[src/rtl/mix_columns_iter.sv]
// mix_columns_iter: iterative AES MixColumns stage with valid/ready handshakes.
//
// Accepts a 128-bit column-major AES state and applies MixColumns to
// COLS_PER_CYCLE columns per clock. A state flagged in_last (final round)
// is passed through untransformed.
//
// Ports:
//   clk        single clock, rising edge
//   rst        asynchronous active-high reset
//   in_valid   upstream state valid
//   in_ready   block can accept a state this cycle
//   in_data    AES state; column c = [127-32c -: 32], row r = [127-32c-8r -: 8]
//   in_last    final-round flag sampled with in_data (1 = bypass MixColumns)
//   out_valid  out_data holds a completed state
//   out_ready  downstream accepts
//   out_data   result state, same layout as in_data
//   busy       block is not idle
module mix_columns_iter #(
    parameter int COLS_PER_CYCLE = 1
) (
    input  logic         clk,
    input  logic         rst,
    input  logic         in_valid,
    output logic         in_ready,
    input  logic [127:0] in_data,
    input  logic         in_last,
    output logic         out_valid,
    input  logic         out_ready,
    output logic [127:0] out_data,
    output logic         busy
);

    if (COLS_PER_CYCLE != 1 && COLS_PER_CYCLE != 2 && COLS_PER_CYCLE != 4) begin : g_bad_cols
        $error("mix_columns_iter: COLS_PER_CYCLE must be 1, 2 or 4");
    end

    localparam logic [1:0] IDLE = 2'd0;
    localparam logic [1:0] CALC = 2'd1;
    localparam logic [1:0] DONE = 2'd2;

    // With four columns per cycle the step wraps to 0, keeping idx at 0.
    localparam logic [1:0] STEP     = 2'(COLS_PER_CYCLE);
    localparam logic [1:0] LAST_OFF = 2'(COLS_PER_CYCLE - 1);

    logic [1:0]   state_q, state_d;
    logic [1:0]   idx_q, idx_d;
    logic [127:0] work_q, work_d;
    logic         last_q, last_d;
    logic [127:0] calc;
    logic         accept;

    function automatic logic [7:0] xt(input logic [7:0] x);
        return {x[6:0], 1'b0} ^ (x[7] ? 8'h1b : 8'h00);
    endfunction

    function automatic logic [31:0] mix_col(input logic [31:0] a);
        logic [7:0] a0, a1, a2, a3;
        logic [7:0] b0, b1, b2, b3;
        a0 = a[31:24];
        a1 = a[23:16];
        a2 = a[15:8];
        a3 = a[7:0];
        b0 = xt(a0) ^ xt(a1) ^ a1 ^ a2 ^ a3;
        b1 = a0 ^ xt(a1) ^ xt(a2) ^ a2 ^ a3;
        b2 = a0 ^ a1 ^ xt(a2) ^ xt(a3) ^ a3;
        b3 = xt(a0) ^ a0 ^ a1 ^ a2 ^ xt(a3);
        return {b0, b1, b2, b3};
    endfunction

    assign in_ready  = (state_q == IDLE) || (state_q == DONE && out_ready);
    assign out_valid = (state_q == DONE);
    assign busy      = (state_q != IDLE);
    assign out_data  = work_q;
    assign accept    = in_valid && in_ready;

    // Working buffer with the current column window replaced by its transform.
    always_comb begin
        logic [1:0] off;
        calc = work_q;
        off  = 2'd0;
        for (int c = 0; c < 4; c++) begin
            off = 2'(c) - idx_q;
            if ({30'd0, off} < 32'(COLS_PER_CYCLE)) begin
                calc[127-32*c -: 32] = mix_col(work_q[127-32*c -: 32]);
            end
        end
    end

    always_comb begin
        state_d = state_q;
        idx_d   = idx_q;
        work_d  = work_q;
        last_d  = last_q;
        case (state_q)
            IDLE, DONE: begin
                if (accept) begin
                    work_d  = in_data;
                    last_d  = in_last;
                    idx_d   = 2'd0;
                    state_d = in_last ? DONE : CALC;
                end else if (state_q == DONE && out_ready) begin
                    state_d = IDLE;
                end
            end
            CALC: begin
                // A bypassed state never enters CALC; the guard keeps it untouched anyway.
                if (!last_q) begin
                    work_d = calc;
                    idx_d  = idx_q + STEP;
                    if (idx_q + LAST_OFF == 2'd3) begin
                        state_d = DONE;
                    end
                end else begin
                    state_d = DONE;
                end
            end
            default: state_d = IDLE;
        endcase
    end

    always_ff @(posedge clk or posedge rst) begin
        if (rst) begin
            state_q <= IDLE;
            idx_q   <= 2'd0;
            work_q  <= 128'h0;
            last_q  <= 1'b0;
        end else begin
            state_q <= state_d;
            idx_q   <= idx_d;
            work_q  <= work_d;
            last_q  <= last_d;
        end
    end

endmodule

[config.mk]
export PLATFORM = sky130hd
export DESIGN_NAME = mix_columns_iter
export DESIGN_NICKNAME = d
export VERILOG_FILES = /design/src/rtl/mix_columns_iter.sv
export SDC_FILE = /design/constraint.sdc
export NUM_CORES = 1
export LEC_CHECK = 0
export BUFFER_PORTS_ARGS = -buffer_cell sky130_fd_sc_hd__clkbuf_2
export CAP_MARGIN = 20
export CORE_MARGIN = 3
export CORE_UTILIZATION = 40
export DETAILED_ROUTE_END_ITERATION = 10
export PLACE_DENSITY = 0.67
export RECOVER_POWER = 50
export SETUP_SLACK_MARGIN = 0.1
export SYNTH_ARGS = -nofsm -noshare
export SYNTH_HDL_FRONTEND = slang
export SYNTH_SLANG_ARGS = --single-unit
[constraint.sdc]
create_clock -name clk -period 5 [get_ports clk]
set_input_delay 0.75 -clock clk [delete_from_list [all_inputs] [get_ports clk]]
set_output_delay 0.75 -clock clk [all_outputs]
set_load 0.01 [all_outputs]
==> metrics.txt, run 1 <==
CTS Hold Bufs=0; most used flip-flop cell after synthesis=dfrtp_1; failing checks=capacitance limit, slew limit; sequential-to-total area share from yosys stat=0.326; # IOs=264; initial DRC count=449; worst min path class=primary input to flop; Syn Inst Count=1,055; Setup Viol. Count Final=0; largest net degree at the start of global routing=99; Worst Path Required=5280 ps; GRT overflow=0; vias in the first global route=8,808; RSZ-0062 raised after global routing=no; Die ar.=27,500 um^2; status=finished, violations left; PwrDens=1010 nW/um^2; Max VDD drop=0.488 mV; vias per std cell=5.14; Synth Area in Simple Gates=0.112; Placeable Area=24,700 um^2; final HPWL from detailed placement=just over 20 mm; GPL Wtd Cong=around 0.84; clk slew on worst S/H paths=approximately 60 ps; FP Rows=57; XOR/XNOR share of the synthesized area=0.399; Syn-to-layout area delta=21.2%; Slew headroom=-0.499; vias post-DR=around 8,300; Post-CTS Setup Bufs=0; global-route wire length before repair=47.5 mm; cell taking the most area after synthesis=dfrtp_1; fin nets=about 1,400; synth top area cells=dfrtp_1 33%, xnor2_1 22%, xor2_1 9.1%; EDFF count, synth=0; Worst-Skew Late Latency=420 ps; internal reg-to-reg setup slack=roughly 2500 ps; crit path capture type=flop; CTS resizes=0; critical path peak fanout=20; Synth warnings=0; GRT Total Usage=0.210; height of the die=166 um; Final Non-Filler Cells=1,624; fraction of layout cells with a size suffix above 1=0.206; Root Driver=clkbuf_16; final slew viol count=99; post-layout util=0.502; IO buf count=263; most frequent cell after synthesis=xnor2_1; DRC=0; CTS max path bufs=2; Crit path arrival time=2750 ps; H-tree Lvls=4; final hold vios=0; asr flop ratio synth=1.00; leakage=5.28 nW; synthesized area=10,200 um^2; Synth Area in Compound Gates=0.112; CTS tree=done; Yosys reg bits=about 130; Final min period=2470 ps; antenna violations before repair=2; mux share of post-synthesis cell area=0.0148; Synth top area share=0.326; Unique masters post-synth=39; Placed Cells=1,592; Crit Path Category=flop to flop; Worst Skew=roughly 14 ps; WL/cell=17.9 um; top cells by count, synth=254 x xnor2_1, 133 x dfrtp_1, 111 x nand2_1; Setup TNS=0 ps; Starting Density=0.414; Post-Route WL=29.0 mm; Adder-Cell Fraction of Synth Area=0.00613; Max Cap Violations=1; Final Cycle Share=0.495; Critical Path Start Type=flop; clk sink count=about 130; CTS buffer count=17; post-route antenna net violation count=0; Pre-Repair DR Iteration Count=4; Chip Width=166 um; main combinational cell family by area after synthesis=XOR/XNOR gates; Avg Cell Area, Syn=9.68 um^2; Slew @ Worst Pin=2250 ps; Syn Nets=1,193; fmax=0.404 GHz
==> path summary, 6_finish.rpt <==
kind | startpoint | end | depth (start not counted)
max in group asynchronous | rst | out_data[88] | 3
worst max register to register | state_q[0] | out_data[31] | 5
worst max-delay path | state_q[0] | out_data[31] | 5
worst min-delay path | in_last | state_q[0] | 2
worst min register to register | out_data[104] | out_data[104] | 2
min in group asynchronous | rst | out_data[110] | 2
==> layer usage <==
layer	global-route usage	wire (um)
met4	0.0470	331
met3	0.0426	1640
met1	0.283	13300
met2	0.349	13700
met5	0	20
==> cells by family (layout without fill, tap and decap cells) <==
group | after synthesis | count (layout)
xor+xnor | 403 | 403
simple gates | 250 | 250
compound gates | 177 | 177
flops | 133 | 133
buf+inv | 72 | 316
mux | 15 | 15
fa+ha+maj | 5 | 5
other cells | 0 | 1
==> flip-flops by register name, indices dropped and copies added, names as in the netlist <==
register,count
state_q,2
idx_q,2
out_data,128
last_q,1
==> through the flow <==
stage | total power [mW] | cell area, um^2 | hold slack (ps) | worst slack (ps)
global placement | 11.0 | 11800 | 572 | 2390
CTS | 12.6 | 12500 | 515 | 2480
finish | 12.5 | 12400 | 542 | 2530
global route | 13.5 | 12400 | 529 | 2160
detailed placement | 11.1 | 11800 | 576 | 2360
floorplan | 9.32 | 10200 | 523 | 696
==> cells in the final DEF, fill, tap and decap left out, types with 21 or more instances in the layout <==
| master | count |
|---|---|
| o211ai_1 | 79 |
| clkbuf_2 | 197 |
| a21oi_1 | 54 |
| nand3_1 | 78 |
| o21ai_0 | 21 |
| xor2_1 | 106 |
| xnor3_1 | 31 |
| clkbuf_1 | 67 |
| nor2_1 | 28 |
| dfrtp_1 | 133 |
| nand2_1 | 111 |
| xnor2_1 | 254 |
==> cell type report <==
cell class / instances / area, um^2
fillers: 2395 / 12300
multi-input cells: 850 / 6610
flip-flops and latches: 133 / 3330
repair buffers: 278 / 1350
clock buffers: 20 / 457
well taps: 324 / 405
clock inverters: 11 / 200
inverters: 7 / 30.0
diodes: 1 / 2.50
==> worst max-delay path: stages (launching register included) <==
cell      delay, ps
dfrtp_1         530
nand2b_1        320
o21ai_2         840
buf_4           340
mux2i_1         190
o21ai_0          90
==> where the power goes <==
group,switching [mW],internal [mW]
Sequential,1.09,1.58
Combinational,4.00,4.37
Clock,0.526,0.914
Total,5.61,6.86
Note: power is estimated with default switching activity, not from simulation.
==> run 2: changes to the inputs <==
Clock period 5 ns to 2.3 ns, I/O delays scaled along.
==> run 2 against run 1 <==
The run now ends clean. Routed wire length down 0.11%. Highest routed layer unchanged. Sequential power up 120%. Clock-buffer cell count unchanged. Sequential share of layout area down 0.26 points.
==> metrics.txt, run 2 (synthesized netlist as in run 1, its figures left out) <==
CTS tree=done; Final min period=2040 ps; Final WS setup=258 ps (-2270 ps); Max Cap Violations=0 (-1); FF-to-FF path depth=5 (unchanged); Placed Cells=1,603 (+0.69%); FP Rows=57 (unchanged); RR Startpoint=state_q[1]; Placeable Area=24,700 um^2 (unchanged); worst hold path cell count=2 (unchanged); Setup TNS=0 ps (unchanged); clk slew on worst S/H paths=50 ps (about the same); Worst-Skew Late Latency=410 ps (about the same); internal reg-to-reg setup slack=330 ps (-2200 ps); WL/cell=17.7 um (-0.78%); FF-to-FF End=out_data[78]; Starting Density=0.414 (unchanged); fin area=12,500 um^2 (+0.97%); CTS buffer count=17 (unchanged); Flop pwr share=0.214 (about the same); Syn-to-layout area delta=22.4%; Top Metal Used=met5; largest net degree at the start of global routing=60 (-39%); final HPWL from detailed placement=20.9 mm (+2.6%); Slew headroom=0.399 (+0.898); fin nets=1,437 (+0.84%); height of the die=166 um (unchanged); GRT Total Usage=0.208 (-0.00115); Chip Width=166 um (unchanged); clk sink count=133 (unchanged); Root Driver=clkbuf_16; DRT met1 WL=13.4 mm (+0.62%); GPL Wtd Cong=0.831 (-1.7%); Pre-Repair DR Iteration Count=5 (+1); Crit path arrival time=1700 ps (-1050 ps); final hold vios=0 (unchanged); Hold Path End=state_q[0]; critical path peak fanout=10 (-50%); Net Switching=12.2 mW (+120%); fmax=0.490 GHz; CTS max path bufs=2 (unchanged); Final Cycle Share=0.888; final slew viol count=0 (-100%); Int Power=14.8 mW (+120%); Worst setup startpoint=state_q[1]; met2 WL=13.8 mm (+0.75%); GRT overflow=0 (unchanged); PwrDens=2160 nW/um^2 (+110%); power share of the clock group=0.105 (-0.010); IO buf count=263 (unchanged); Max VDD drop=0.975 mV (+100%); Final Non-Filler Cells=1,635 (+0.68%); placed cell area=12,000 um^2 (+1.4%); pre-CTS WS=336 ps (-2020 ps); CTS resizes=0 (unchanged); Comb power frac=0.681 (+0.010); met3 wire length=1.49 mm (-9.3%); Critical Path Start Type=flop; DRC=0 (unchanged); post-route antenna net violation count=0 (unchanged); antenna violations before repair=1 (-1); Worst Skew=12.5 ps (-1.53 ps); highest-count cells in the layout ignoring fill and taps=254 x xnor2_1, 199 x clkbuf_2, 133 x dfrtp_1; crit path capture type=output pin; Die ar.=27,500 um^2 (unchanged); RSZ-0062 raised after global routing=no; HP Start=in_last; leakage=5.34 nW (+1.2%); fraction of layout cells with a size suffix above 1=0.214 (+0.00726); initial DRC count=598 (+33%); n_diodes=0 (-1); most common cell after layout, fill and taps aside=xnor2_1; Worst Path Required=1960 ps (-3320 ps); Setup Viol. Count Final=0 (unchanged); Slew @ Worst Pin=896 ps (-1350 ps); worst min path class=primary input to flop; vias post-DR=8,485 (+1.7%); status=finished, final reports clean; Crit Path Category=flop to output pin; H-tree Lvls=4 (unchanged); vias per std cell=5.19 (+1.0%); vias in the first global route=8,639 (-1.9%); global-route wire length before repair=47.4 mm (about the same); max reg flops=128 (unchanged); sw frac=0.450 (+0.000485); Post-Route WL=29.0 mm (-0.11%); # IOs=264 (unchanged)
-- run 2: metal layers --
layer,vias to the layer above,global-route usage
li1,4030,-
met1,4178,0.292
met2,255,0.341
met3,20,0.0390
met4,2,0.0409
met5,-,0
-- run 2: final cells by class --
type	instances	area, um^2
inverters	7	27.5
flip-flops and latches	133	3330
multi-input cells	850	6610
fillers	2360	12200
clock inverters	11	153
repair buffers	290	1530
clock buffers	20	447
well taps	324	405
-- run 2: how the worst max path moves through the flow --
stage | depth (start not counted) | slack (ps) | to
floorplan | 1 | 300 | idx_q[0]
global placement | 5 | 390 | out_data[77]
detailed placement | 5 | 340 | out_data[77]
CTS | 3 | 210 | in_ready
global route | 3 | 150 | in_ready
finish | 3 | 260 | in_ready
-- run 2: power groups by stage --
stage               registers [mW]  clock network, mW  logic, mW
floorplan                     5.59                  0       14.7
global placement              5.75                  0       18.3
detailed placement            5.80                  0       18.5
CTS                           5.77               2.90       18.7
global route                  6.01               2.99       20.1
finish                        5.78               2.84       18.4
-- run 2: critical path: stages, from the launching register on --
cell,delay [ps]
dfrtp_1,500
nor2b_1,540
nor2_1,90
clkbuf_2,160
-- run 2: repair_timing --
item	CTS	global route
hold buffers	1	0
hold endpoints to repair	15	0
buffers inserted	0	0
-- run 2: per-stage QoR --
stage | utilization | power, mW | hold slack, ps
after floorplan | - | 20.3 | 427
after global placement | 0.485 | 24.1 | 365
after detailed placement | 0.485 | 24.3 | 368
after CTS | 0.510 | 27.3 | 133
after global routing | 0.507 | 29.1 | 155
final | 0.507 | 27.0 | 158
